File: config.mk
export PLATFORM = sky130hd
export DESIGN_NAME = freq_calculator
export DESIGN_NICKNAME = d
export VERILOG_FILES = /design/src/rtl/freq_calculator.sv
export SDC_FILE = /design/constraint.sdc
export NUM_CORES = 1
export LEC_CHECK = 0
export ABC_AREA = 1
export CAP_MARGIN = 20
export CORE_MARGIN = 4
export CORE_UTILIZATION = 45
export DETAILED_ROUTE_END_ITERATION = 8
export GPL_TIMING_DRIVEN = 1
export MAX_ROUTING_LAYER = met4
export PLACE_DENSITY = 0.77
export SLEW_MARGIN = 10
export SYNTH_ARGS = -nofsm -noshare
export SYNTH_HDL_FRONTEND = slang
export SYNTH_SLANG_ARGS = --single-unit
File: constraint.sdc
create_clock -name clk -period 2.4 [get_ports clk]
set_clock_uncertainty 0.2 [all_clocks]
set_input_delay 0.36 -clock clk [delete_from_list [all_inputs] [get_ports clk]]
set_output_delay 0.36 -clock clk [all_outputs]
set_load 0.05 [all_outputs]
File: src/rtl/freq_calculator.sv
// Frequency meter: counts synchronized rising edges of an async input over a
// FREQ-cycle (1 us) gate window and reports the count as an integer MHz value.
module freq_calculator #(
  parameter int unsigned FREQ = 100
) (
  input  logic        clk,
  input  logic        rst,
  input  logic        signal,
  output logic [31:0] frequency
);

  localparam int unsigned   CW       = $clog2(FREQ);
  localparam logic [CW-1:0] CYC_LAST = CW'(FREQ - 1);

  localparam logic [0:0] ST_WARMUP = 1'b0;
  localparam logic [0:0] ST_GATE   = 1'b1;

  logic [0:0]    state_q, state_d;
  logic          warm_q, warm_d;
  logic [CW-1:0] cyc_q, cyc_d;
  logic [31:0]   edge_q, edge_d;
  logic [31:0]   freq_q, freq_d;
  logic          sync1_q, sync2_q, sync3_q;
  logic          rise_c;

  assign rise_c    = sync2_q & ~sync3_q;
  assign frequency = freq_q;

  // Next-state: warm-up primes the synchronizer, then back-to-back gate windows
  always_comb begin
    state_d = state_q;
    warm_d  = warm_q;
    cyc_d   = cyc_q;
    edge_d  = edge_q;
    freq_d  = freq_q;
    case (state_q)
      ST_WARMUP: begin
        warm_d = 1'b1;
        if (warm_q) begin
          state_d = ST_GATE;
          warm_d  = 1'b0;
        end
      end
      default: begin
        if (cyc_q == CYC_LAST) begin
          // A rise in the terminal cycle still belongs to this window
          freq_d = edge_q + 32'(rise_c);
          edge_d = '0;
          cyc_d  = '0;
        end else begin
          edge_d = edge_q + 32'(rise_c);
          cyc_d  = cyc_q + CW'(1);
        end
      end
    endcase
  end

  always_ff @(posedge clk or posedge rst) begin
    if (rst) begin
      state_q <= ST_WARMUP;
      warm_q  <= 1'b0;
      cyc_q   <= '0;
      edge_q  <= '0;
      freq_q  <= '0;
      sync1_q <= 1'b0;
      sync2_q <= 1'b0;
      sync3_q <= 1'b0;
    end else begin
      state_q <= state_d;
      warm_q  <= warm_d;
      cyc_q   <= cyc_d;
      edge_q  <= edge_d;
      freq_q  <= freq_d;
      sync1_q <= signal;
      sync2_q <= sync1_q;
      sync3_q <= sync2_q;
    end
  end

endmodule

Word level (Yosys, flattened, before mapping)
Index checks and enable logic that the tools add are counted.

storage, ports and cells
  bits in registers = 76
  output and inout bits = 32

operators by class
  add/sub/neg operators = 2
  equality and inequality tests = 1
  multiplexer cells = 5
  bitwise operators = 2
  reduce and logical (&&, ||, !) cells = 1

operators by type and width
  operator                                     count
  adder 32 x 1 -> 32 bit                       1
  two-way mux 32 bit                           1
  adder 7 x 1 -> 7 bit, second input constant  1
  equality test 7 bit, second input constant   1
  two-way mux 7 bit                            1
  two-way mux 1 bit                            3
  AND reduction 2 bit                          1
  bitwise AND 1 bit                            1
  inverter 1 bit                               1

Longest topological paths before layout
Gate-level depths: netlist of run 1.

  word-level depth = 4
  gate-level depth with buffers = 13
  gate-level depth less buffers = 13

Least setup slack after synthesis of run 1
Ideal clock, no wire load.

  path kind = reg2reg
  start = register sync3_q
  end = register freq_q[24] (netlist: frequency[24])
  setup time = 0.118 ns
  arrival = 1.559 ns
  required time = 2.082 ns
  path slack = 0.524 ns
  stages on the path, launching flop included = 13
  path buffers = 0
  period minus slack after synthesis = 1.876 ns
  path through = dfrtp_1 nor2_1 ha_1 ha_1 nand2_1 nor2_4 nand2_4 nor2_8 nand2_1 nand2_1 nand2_1 nand2_1 nand2_1

between the ends
  cells in the longest elaborated chain, start to end = 3

ends and longest elaborated chain
  element                   RTL line  text
  start: declaration        23        logic sync1_q, sync2_q, sync3_q;
  start signal: assignment  76        sync3_q <= sync2_q;
  inverter 1 bit            26        assign rise_c = sync2_q & ~sync3_q;
  bitwise AND 1 bit         26
  adder 32 x 1 -> 32 bit    47        freq_d = edge_q + 32'(rise_c);
  end signal: assignment    73        freq_q <= freq_d;
  end: declaration          22        logic [31:0] freq_q, freq_d;

Every way passes these cells.
A chain may end at the register's enable or synchronous reset.

Worst setup path in the final report of run 1
  start = register freq_q[12] (netlist: frequency[12])
  end = output frequency[12]

RTL lines
  element           RTL line  text
  end: declaration  9         output logic [31:0] frequency

No word-level cell between the ends.

==> metrics.log, run 1 <==
[metrics] status: completed
[metrics] slew at the pin closest to its max-slew limit: between 0.5 and 0.6 ns
[metrics] number of iterations in the first detailed-routing pass: 4
[metrics] endpoint of the worst register-to-register path: edge_q[22]$_DFFE_PP0P_
[metrics] simple-gate share of the synthesized area: 0.385
[metrics] estimated wirelength of the detail-placed design: between 5000 and 6000 µm
[metrics] per-cell routed wire length: about 13 µm
[metrics] Cell Pwr Density: 559 mW/mm²
[metrics] CP Buf/Inv Count: 1
[metrics] Post-Synthesis Cells: between 500 and 600
[metrics] global-route wire length before repair: ~15000 µm
[metrics] vertical die dimension: between 100 and 150 µm
[metrics] critical path required time: between 1.5 and 2 ns
[metrics] worst slew margin relative to its limit: 0.656
[metrics] count of cell instances traversed by the critical path: 1
[metrics] Avg Synthesized Cell Area: 7.73 µm²
[metrics] H-tree depth: 3
[metrics] share of the cycle needed by the critical path after routing: 0.886
[metrics] sort of element at the end of the critical path: output pin
[metrics] mapped cell area: 0.00392 mm²
[metrics] final setup violating endpoints: 0
[metrics] post-synthesis share of cell area spent on full adders, half adders and majority gates: 0.0128
[metrics] remaining global-route overflow: 0
[metrics] endpoint of the worst hold-timing path: sync2_q$_DFF_PP0_
[metrics] Port Buffers: 34
[metrics] fraction of layout cells with a size suffix above 1: 0.0984
[metrics] Initial Utilization: 0.470
[metrics] cell with the largest stage delay on the worst path: sky130_fd_sc_hd__clkdlybuf4s50_1
[metrics] Lkg Pwr: about 2.4 nW
[metrics] Placer Congestion: just over 0.9
[metrics] post-detailed-route via-to-cell ratio: 4.88
[metrics] total count of max-transition violations in the final report: 0
[metrics] Hold Path Stages: 0
[metrics] post-synthesis cell type with the largest combined area: sky130_fd_sc_hd__dfrtp_1
[metrics] beginning of the worst hold path: sync1_q$_DFF_PP0_
[metrics] Clock Latency Late Sink: ~0.35 ns
[metrics] worst setup slack after placement: between 0.2 and 0.3 ns
[metrics] category of the critical setup timing path: flip-flop to output pin
[metrics] syn_nets: around 510
[metrics] post-layout worst setup margin: between 0.2 and 0.3 ns
[metrics] CTS sink cnt: 76
[metrics] post-CTS setup repair buffer count: 0
[metrics] cell chain of the critical path: clkdlybuf4s50_1
[metrics] CP max stage delay: roughly 0.82 ns
[metrics] initial antenna violation count: 0
[metrics] RSZ-0062 raised after global routing: false
[metrics] diode count: 0
[metrics] total of flip-flops plus latches after synthesis: 76
[metrics] Die Footprint: between 0.01 and 0.015 mm²
[metrics] cell types with the largest area share after synthesis: sky130_fd_sc_hd__dfrtp_1, sky130_fd_sc_hd__nand2_1, sky130_fd_sc_hd__nor2_1
[metrics] count of standard-cell rows: 33
[metrics] P&R area growth vs syn: 16.9%
[metrics] share of the yosys chip area belonging to registers: 0.485
[metrics] wire length reported by the detailed router: roughly 8300 µm
[metrics] cell family contributing the most delay on the critical path: buffers and inverters
[metrics] residual antenna-violating net count after detailed routing: 0
[metrics] hold bufs inserted after CTS: 0
[metrics] First DRT Iteration DRCs: between 150 and 200
[metrics] cell at the root of the clock tree: sky130_fd_sc_hd__clkbuf_8
[metrics] kind of path behind the tightest hold check: flip-flop to flip-flop
[metrics] distinct cell type count of the synthesized netlist: 28
[metrics] Post-route DRC: 0
[metrics] clock tree from TritonCTS: done
[metrics] deepest clock path buffer count: 2
[metrics] mux share of post-synthesis cell area: 0
[metrics] final period demand of the worst path: around 2.1 ns
[metrics] clock edge transition at the registers on the reported setup and hold paths: approximately 0.07 ns
[metrics] Filler cells: just under 800
[metrics] number of violations of the max-capacitance limit: 0
[metrics] Yosys Warn Count: 0
[metrics] critical path peak fanout: 2
[metrics] achievable frequency: between 0.4 and 0.5 GHz
[metrics] depth of the most critical reg-to-reg path: 13
[metrics] largest family of logic cells by synthesized area: simple AND/OR/NAND/NOR gates
[metrics] data arrival time at the worst-slack endpoint: 1.57 ns
[metrics] placeable core region: between 0.008 and 0.009 mm²
[metrics] setup slack on the worst flop-to-flop path: between 0.2 and 0.3 ns
[metrics] number of global-route vias before repair: approximately 3200
[metrics] aggregate global-route resource usage: 0.185
[metrics] share of the synthesized area in compound gates (AO/OA/AOI/OAI): 0.0240
[metrics] overall via count from detail_route: about 3200
[metrics] hold violation count in the final report: 0
[metrics] worst reg2reg path startpoint: sync2_q$_DFF_PP0_
[metrics] count of nets after finishing: 551
[metrics] xor/xnor share of the synthesized area: 0.0434
[metrics] pin count of the biggest net entering global routing: 77
[metrics] post-CTS resize count: 0
[metrics] maximum VDD drop: about 430 µV
[metrics] die width: between 100 and 150 µm
[metrics] type of element launching the critical path: flip-flop
[metrics] post-synth top area share: 0.485
[metrics] share of the core filled with cells: 0.549
[metrics] number of top-level pins: 35
[metrics] clock buffer count from CTS: 9
[metrics] Setup Total Neg Slack: 0 ns
-- registers in the layout (all words and copies together) (netlist names) --
register / count
warm_q: 1
sync3_q: 1
sync2_q: 1
sync1_q: 1
cyc_q: 7
edge_q: 32
state_q: 1
frequency: 32
-- routing by layer --
| layer | track usage | part of all wire | vias up |
|---|---|---|---|
| li1 | - | - | 1604 |
| met1 | 0.239 | 0.44 | 1508 |
| met2 | 0.289 | 0.49 | 70 |
| met3 | 0.0379 | 0.047 | 9 |
| met4 | 0.0685 | 0.017 | 0 |
| met5 | - | 0 | - |
-- kinds of logic after synthesis --
family | after synthesis
XOR/XNOR | 16
flip-flops | 76
AND/OR/NAND/NOR | 349
adder cells (fa/ha/maj) | 4
AO/OA/AOI/OAI | 16
buffers and inverters | 46
-- worst max-delay path by stage --
stage / from / end / slack (ns)
floorplan: sync3_q$_DFF_PP0_ / frequency[24]$_DFFE_PP0P_ / 0.52
global placement: sync2_q$_DFF_PP0_ / frequency[22]$_DFFE_PP0P_ / 0.38
detailed placement: sync3_q$_DFF_PP0_ / edge_q[22]$_DFFE_PP0P_ / 0.30
CTS: frequency[12]$_DFFE_PP0P_ / frequency[12] / 0.26
global route: sync2_q$_DFF_PP0_ / edge_q[22]$_DFFE_PP0P_ / 0.05
finish: frequency[12]$_DFFE_PP0P_ / frequency[12] / 0.27
-- where the power goes --
part | switching (mW) | leakage [nW] | total [mW] | internal (mW)
logic | 0.114 | 1.30 | 0.175 | 0.0615
clock network | 0.466 | 0.102 | 1.00 | 0.534
registers | 0.0555 | 1.02 | 1.38 | 1.33
-- synthesized netlist by cell type --
cell / instances
sky130_fd_sc_hd__a22o_1: 2
sky130_fd_sc_hd__buf_4: 2
sky130_fd_sc_hd__nand3b_1: 8
sky130_fd_sc_hd__o21ai_1: 5
sky130_fd_sc_hd__nand2_2: 6
sky130_fd_sc_hd__nor2_8: 4
sky130_fd_sc_hd__or2_2: 1
sky130_fd_sc_hd__a21oi_1: 1
sky130_fd_sc_hd__and2_1: 2
sky130_fd_sc_hd__dfrtp_1: 76
sky130_fd_sc_hd__nand2_1: 268
sky130_fd_sc_hd__xor2_2: 4
sky130_fd_sc_hd__inv_2: 4
sky130_fd_sc_hd__nor2_4: 5
sky130_fd_sc_hd__nand3_1: 9
sky130_fd_sc_hd__clkbuf_1: 2
sky130_fd_sc_hd__xor2_1: 11
sky130_fd_sc_hd__o21ai_0: 6
sky130_fd_sc_hd__ha_1: 4
sky130_fd_sc_hd__xnor2_1: 1
sky130_fd_sc_hd__nand4_1: 1
sky130_fd_sc_hd__nor2_1: 37
sky130_fd_sc_hd__o21a_1: 1
sky130_fd_sc_hd__nor2_2: 6
sky130_fd_sc_hd__a2bb2oi_1: 1
sky130_fd_sc_hd__inv_1: 28
sky130_fd_sc_hd__buf_2: 10
sky130_fd_sc_hd__nand2_4: 2
-- placed cells by master, fill, tap and decap left out, types with 2 or more instances in the layout --
master | synthesis | layout
sky130_fd_sc_hd__nand2_1 | 268 | 268
sky130_fd_sc_hd__dfrtp_1 | 76 | 76
sky130_fd_sc_hd__nor2_1 | 37 | 37
sky130_fd_sc_hd__clkdlybuf4s50_1 | 0 | 34
sky130_fd_sc_hd__inv_1 | 28 | 27
sky130_fd_sc_hd__xor2_1 | 11 | 11
sky130_fd_sc_hd__clkbuf_8 | 0 | 11
sky130_fd_sc_hd__nand3_1 | 9 | 9
sky130_fd_sc_hd__nand3b_1 | 8 | 8
sky130_fd_sc_hd__nand2_2 | 6 | 6
sky130_fd_sc_hd__nor2_2 | 6 | 6
sky130_fd_sc_hd__o21ai_0 | 6 | 6
sky130_fd_sc_hd__nor2_4 | 5 | 5
sky130_fd_sc_hd__o21ai_1 | 5 | 5
sky130_fd_sc_hd__buf_4 | 2 | 5
sky130_fd_sc_hd__inv_2 | 4 | 4
sky130_fd_sc_hd__nor2_8 | 4 | 4
sky130_fd_sc_hd__xor2_2 | 4 | 4
sky130_fd_sc_hd__ha_1 | 4 | 4
sky130_fd_sc_hd__nand2_4 | 2 | 2
sky130_fd_sc_hd__and2_1 | 2 | 2
sky130_fd_sc_hd__a22o_1 | 2 | 2
sky130_fd_sc_hd__clkinvlp_4 | 0 | 2
sky130_fd_sc_hd__clkinv_2 | 0 | 2
-- cell type report --
class / instances / area, µm² / share of cell area
clock buffer: 12 / 155 / 0.0339
clock inverter: 4 / 47.5 / 0.0104
inverter: 32 / 124 / 0.0270
multi-input combinational: 385 / 1820 / 0.398
sequential: 76 / 1900 / 0.415
tap: 105 / 131 / 0.0287
timing repair buffer: 40 / 398 / 0.0869
-- per-stage QoR --
step / cell area [µm²] / std cells / hold WS (ns) / power, mW
detailed placement: 4380 / 638 / 0.138 / 1.58
floorplan: 3920 / 507 / 0.131 / 1.53
global route: 4580 / 654 / 0.175 / 2.68
CTS: 4580 / 654 / 0.156 / 2.59
global placement: 4380 / 638 / 0.144 / 1.58
finish: 4580 / 654 / 0.152 / 2.56
Power figures use the tool's default switching activity.
==> run 2, diff against run 1 <==
Settings changed: GPL_ROUTABILITY_DRIVEN from default to 1, PLACE_DENSITY 0.77 to 0.75.
Clock period 2.4 ns to 2.7 ns, I/O delays scaled along.
==> run 2 against run 1 <==
  * First-iteration DRC count rose by 1.0%
  * Flip-flop and latch count unchanged
  * Final area decreased by 0.11%
  * Clock power down 12%
  * Critical endpoint unchanged
  * Worst hold slack improved by 0.011 ns
  * Sequential share of layout area about the same
  * Largest cell class unchanged
  * Clock-buffer cell count fell by 2
  * Core utilization is 0.060 points lower
==> metrics.log, run 2 (synthesis gave the netlist of run 1 again) <==
[metrics] count of cell instances traversed by the critical path: 1 (unchanged)
[metrics] fraction of layout cells with a size suffix above 1: 0.100 (+0.00182)
[metrics] number of top-level pins: 35 (unchanged)
[metrics] number of global-route vias before repair: 3148 (-0.98%)
[metrics] number of violations of the max-capacitance limit: 0 (unchanged)
[metrics] share of the cycle needed by the critical path after routing: 0.801
[metrics] final setup violating endpoints: 0 (unchanged)
[metrics] worst setup slack after placement: 0.634 ns (+0.334 ns)
[metrics] hold bufs inserted after CTS: 0 (unchanged)
[metrics] initial antenna violation count: 0 (unchanged)
[metrics] aggregate global-route resource usage: 0.181 (-0.00409)
[metrics] post-CTS setup repair buffer count: 0 (unchanged)
[metrics] CP Buf/Inv Count: 1 (unchanged)
[metrics] Port Buffers: 34 (unchanged)
[metrics] CP max stage delay: 0.81 ns (about the same)
[metrics] pin count of the biggest net entering global routing: 77 (unchanged)
[metrics] critical path peak fanout: 2 (unchanged)
[metrics] Filler cells: 779 (+0.13%)
[metrics] remaining global-route overflow: 0 (unchanged)
[metrics] Post-route DRC: 0 (unchanged)
[metrics] residual antenna-violating net count after detailed routing: 0 (unchanged)
[metrics] cell chain of the critical path: clkdlybuf4s50_1
[metrics] total count of max-transition violations in the final report: 0 (unchanged)
[metrics] type of element launching the critical path: flip-flop
[metrics] wire length reported by the detailed router: 8060 µm (-3.5%)
[metrics] P&R area growth vs syn: 16.8%
[metrics] data arrival time at the worst-slack endpoint: 1.56 ns (about the same)
[metrics] final hold slack: 0.164 ns (+0.0111 ns)
[metrics] placeable core region: 0.00834 mm² (unchanged)
[metrics] cell family contributing the most delay on the critical path: buffers and inverters
[metrics] achievable frequency: around 0.46 GHz
[metrics] endpoint of the worst register-to-register path: frequency[22]$_DFFE_PP0P_
[metrics] H-tree depth: 3 (unchanged)
[metrics] vertical die dimension: 101 µm (unchanged)
[metrics] CTS sink cnt: 76 (unchanged)
[metrics] clock buffer count from CTS: 9 (unchanged)
[metrics] kind of path behind the tightest hold check: flip-flop to flip-flop
[metrics] deepest clock path buffer count: 2 (unchanged)
[metrics] First DRT Iteration DRCs: 198 (+1.0%)
[metrics] estimated wirelength of the detail-placed design: 5590 µm (-4.4%)
[metrics] per-cell routed wire length: 12.3 µm (-3.5%)
[metrics] clock edge transition at the registers on the reported setup and hold paths: 0.08 ns (about the same)
[metrics] hold violation count in the final report: 0 (unchanged)
[metrics] Die Footprint: 0.0103 mm² (unchanged)
[metrics] cell with the largest stage delay on the worst path: sky130_fd_sc_hd__clkdlybuf4s50_1
[metrics] setup slack on the worst flop-to-flop path: 0.64 ns (+0.36 ns)
[metrics] sort of element at the end of the critical path: output pin
[metrics] count of standard-cell rows: 33 (unchanged)
[metrics] post-layout worst setup margin: 0.537 ns (+0.263 ns)
[metrics] number of iterations in the first detailed-routing pass: 4 (unchanged)
[metrics] leading cell types in the layout, fill and taps excluded: sky130_fd_sc_hd__nand2_1, sky130_fd_sc_hd__dfrtp_1, sky130_fd_sc_hd__nor2_1, sky130_fd_sc_hd__clkdlybuf4s50_1, sky130_fd_sc_hd__inv_1
[metrics] final period demand of the worst path: 2.16 ns
[metrics] post-detailed-route via-to-cell ratio: 4.82 (-1.3%)
[metrics] Cell Pwr Density: 495 mW/mm² (-11%)
[metrics] category of the critical setup timing path: flip-flop to output pin
[metrics] startpoint of the most critical setup path: frequency[12]$_DFFE_PP0P_
[metrics] diode count: 0 (unchanged)
[metrics] footprint of the flip-flops and latches: 0.00190 mm² (unchanged)
[metrics] overall via count from detail_route: 3150 (-1.3%)
[metrics] clock tree from TritonCTS: done
[metrics] Lkg Pwr: 2.42 nW (unchanged)
[metrics] critical path required time: 2.10 ns (+0.26 ns)
[metrics] Setup Total Neg Slack: 0 ns (unchanged)
[metrics] die width: 101 µm (unchanged)
[metrics] global-route wire length before repair: 14400 µm (-1.6%)
[metrics] cell at the root of the clock tree: sky130_fd_sc_hd__clkbuf_8
[metrics] most common library cell in the layout ignoring fill and taps: sky130_fd_sc_hd__nand2_1
[metrics] maximum VDD drop: 319 µV (-26%)
[metrics] Placer Congestion: 0.943 (+3.9%)
[metrics] worst reg2reg path startpoint: sync2_q$_DFF_PP0_
[metrics] slew at the pin closest to its max-slew limit: 0.501 ns (-0.0140 ns)
[metrics] worst slew margin relative to its limit: 0.665 (+0.00882)
[metrics] count of nets after finishing: 551 (unchanged)
[metrics] Initial Utilization: 0.470 (unchanged)
[metrics] status: completed
[metrics] Clock Latency Late Sink: 0.35 ns (about the same)
[metrics] combined area of the multi-input logic cells: 0.00182 mm² (unchanged)
[metrics] capture point of the critical path: frequency[12]
[metrics] depth of the most critical reg-to-reg path: 13 (unchanged)
[metrics] RSZ-0062 raised after global routing: false
[metrics] post-CTS resize count: 0 (unchanged)
-- run 2: layer usage --
layer,vias to the layer above,track usage,part of all wire
met2,64,0.278,0.48
met3,13,0.0337,0.045
met5,-,-,0
met1,1470,0.236,0.46
li1,1603,-,-
met4,0,0.0757,0.019
-- run 2: cell type report --
cell class,count,area share
Clock buffer,10,0.0301
Sequential cell,76,0.416
Tap cell,105,0.0287
Multi-Input combinational cell,385,0.398
Timing Repair Buffer,40,0.0870
Clock inverter,6,0.0139
Inverter,32,0.0263
-- run 2: worst min-delay path by stage --
stage,end,from,cells after the start,slack (ns)
after floorplan,sync2_q$_DFF_PP0_,sync1_q$_DFF_PP0_,0,0.13
after global placement,sync2_q$_DFF_PP0_,sync1_q$_DFF_PP0_,0,0.14
after detailed placement,sync2_q$_DFF_PP0_,sync1_q$_DFF_PP0_,0,0.14
after CTS,sync2_q$_DFF_PP0_,sync1_q$_DFF_PP0_,0,0.18
after global routing,sync2_q$_DFF_PP0_,sync1_q$_DFF_PP0_,0,0.18
final,sync2_q$_DFF_PP0_,sync1_q$_DFF_PP0_,0,0.16
-- run 2: where the power goes --
group          switching (mW)  internal, mW
Combinational          0.0995        0.0543
Sequential             0.0481          1.18
Clock                   0.431         0.450
-- run 2: stage by stage --
| step | total power, mW | area, µm² | utilization | cells |
|---|---|---|---|---|
| 2_1_floorplan | 1.36 | 3920 | - | 507 |
| 3_3_place_gp | 1.40 | 4370 | 0.524 | 638 |
| 3_5_place_dp | 1.41 | 4370 | 0.524 | 638 |
| 4_1_cts | 2.29 | 4580 | 0.549 | 654 |
| 5_1_grt | 2.37 | 4580 | 0.549 | 654 |
| 6_report | 2.26 | 4580 | 0.549 | 654 |
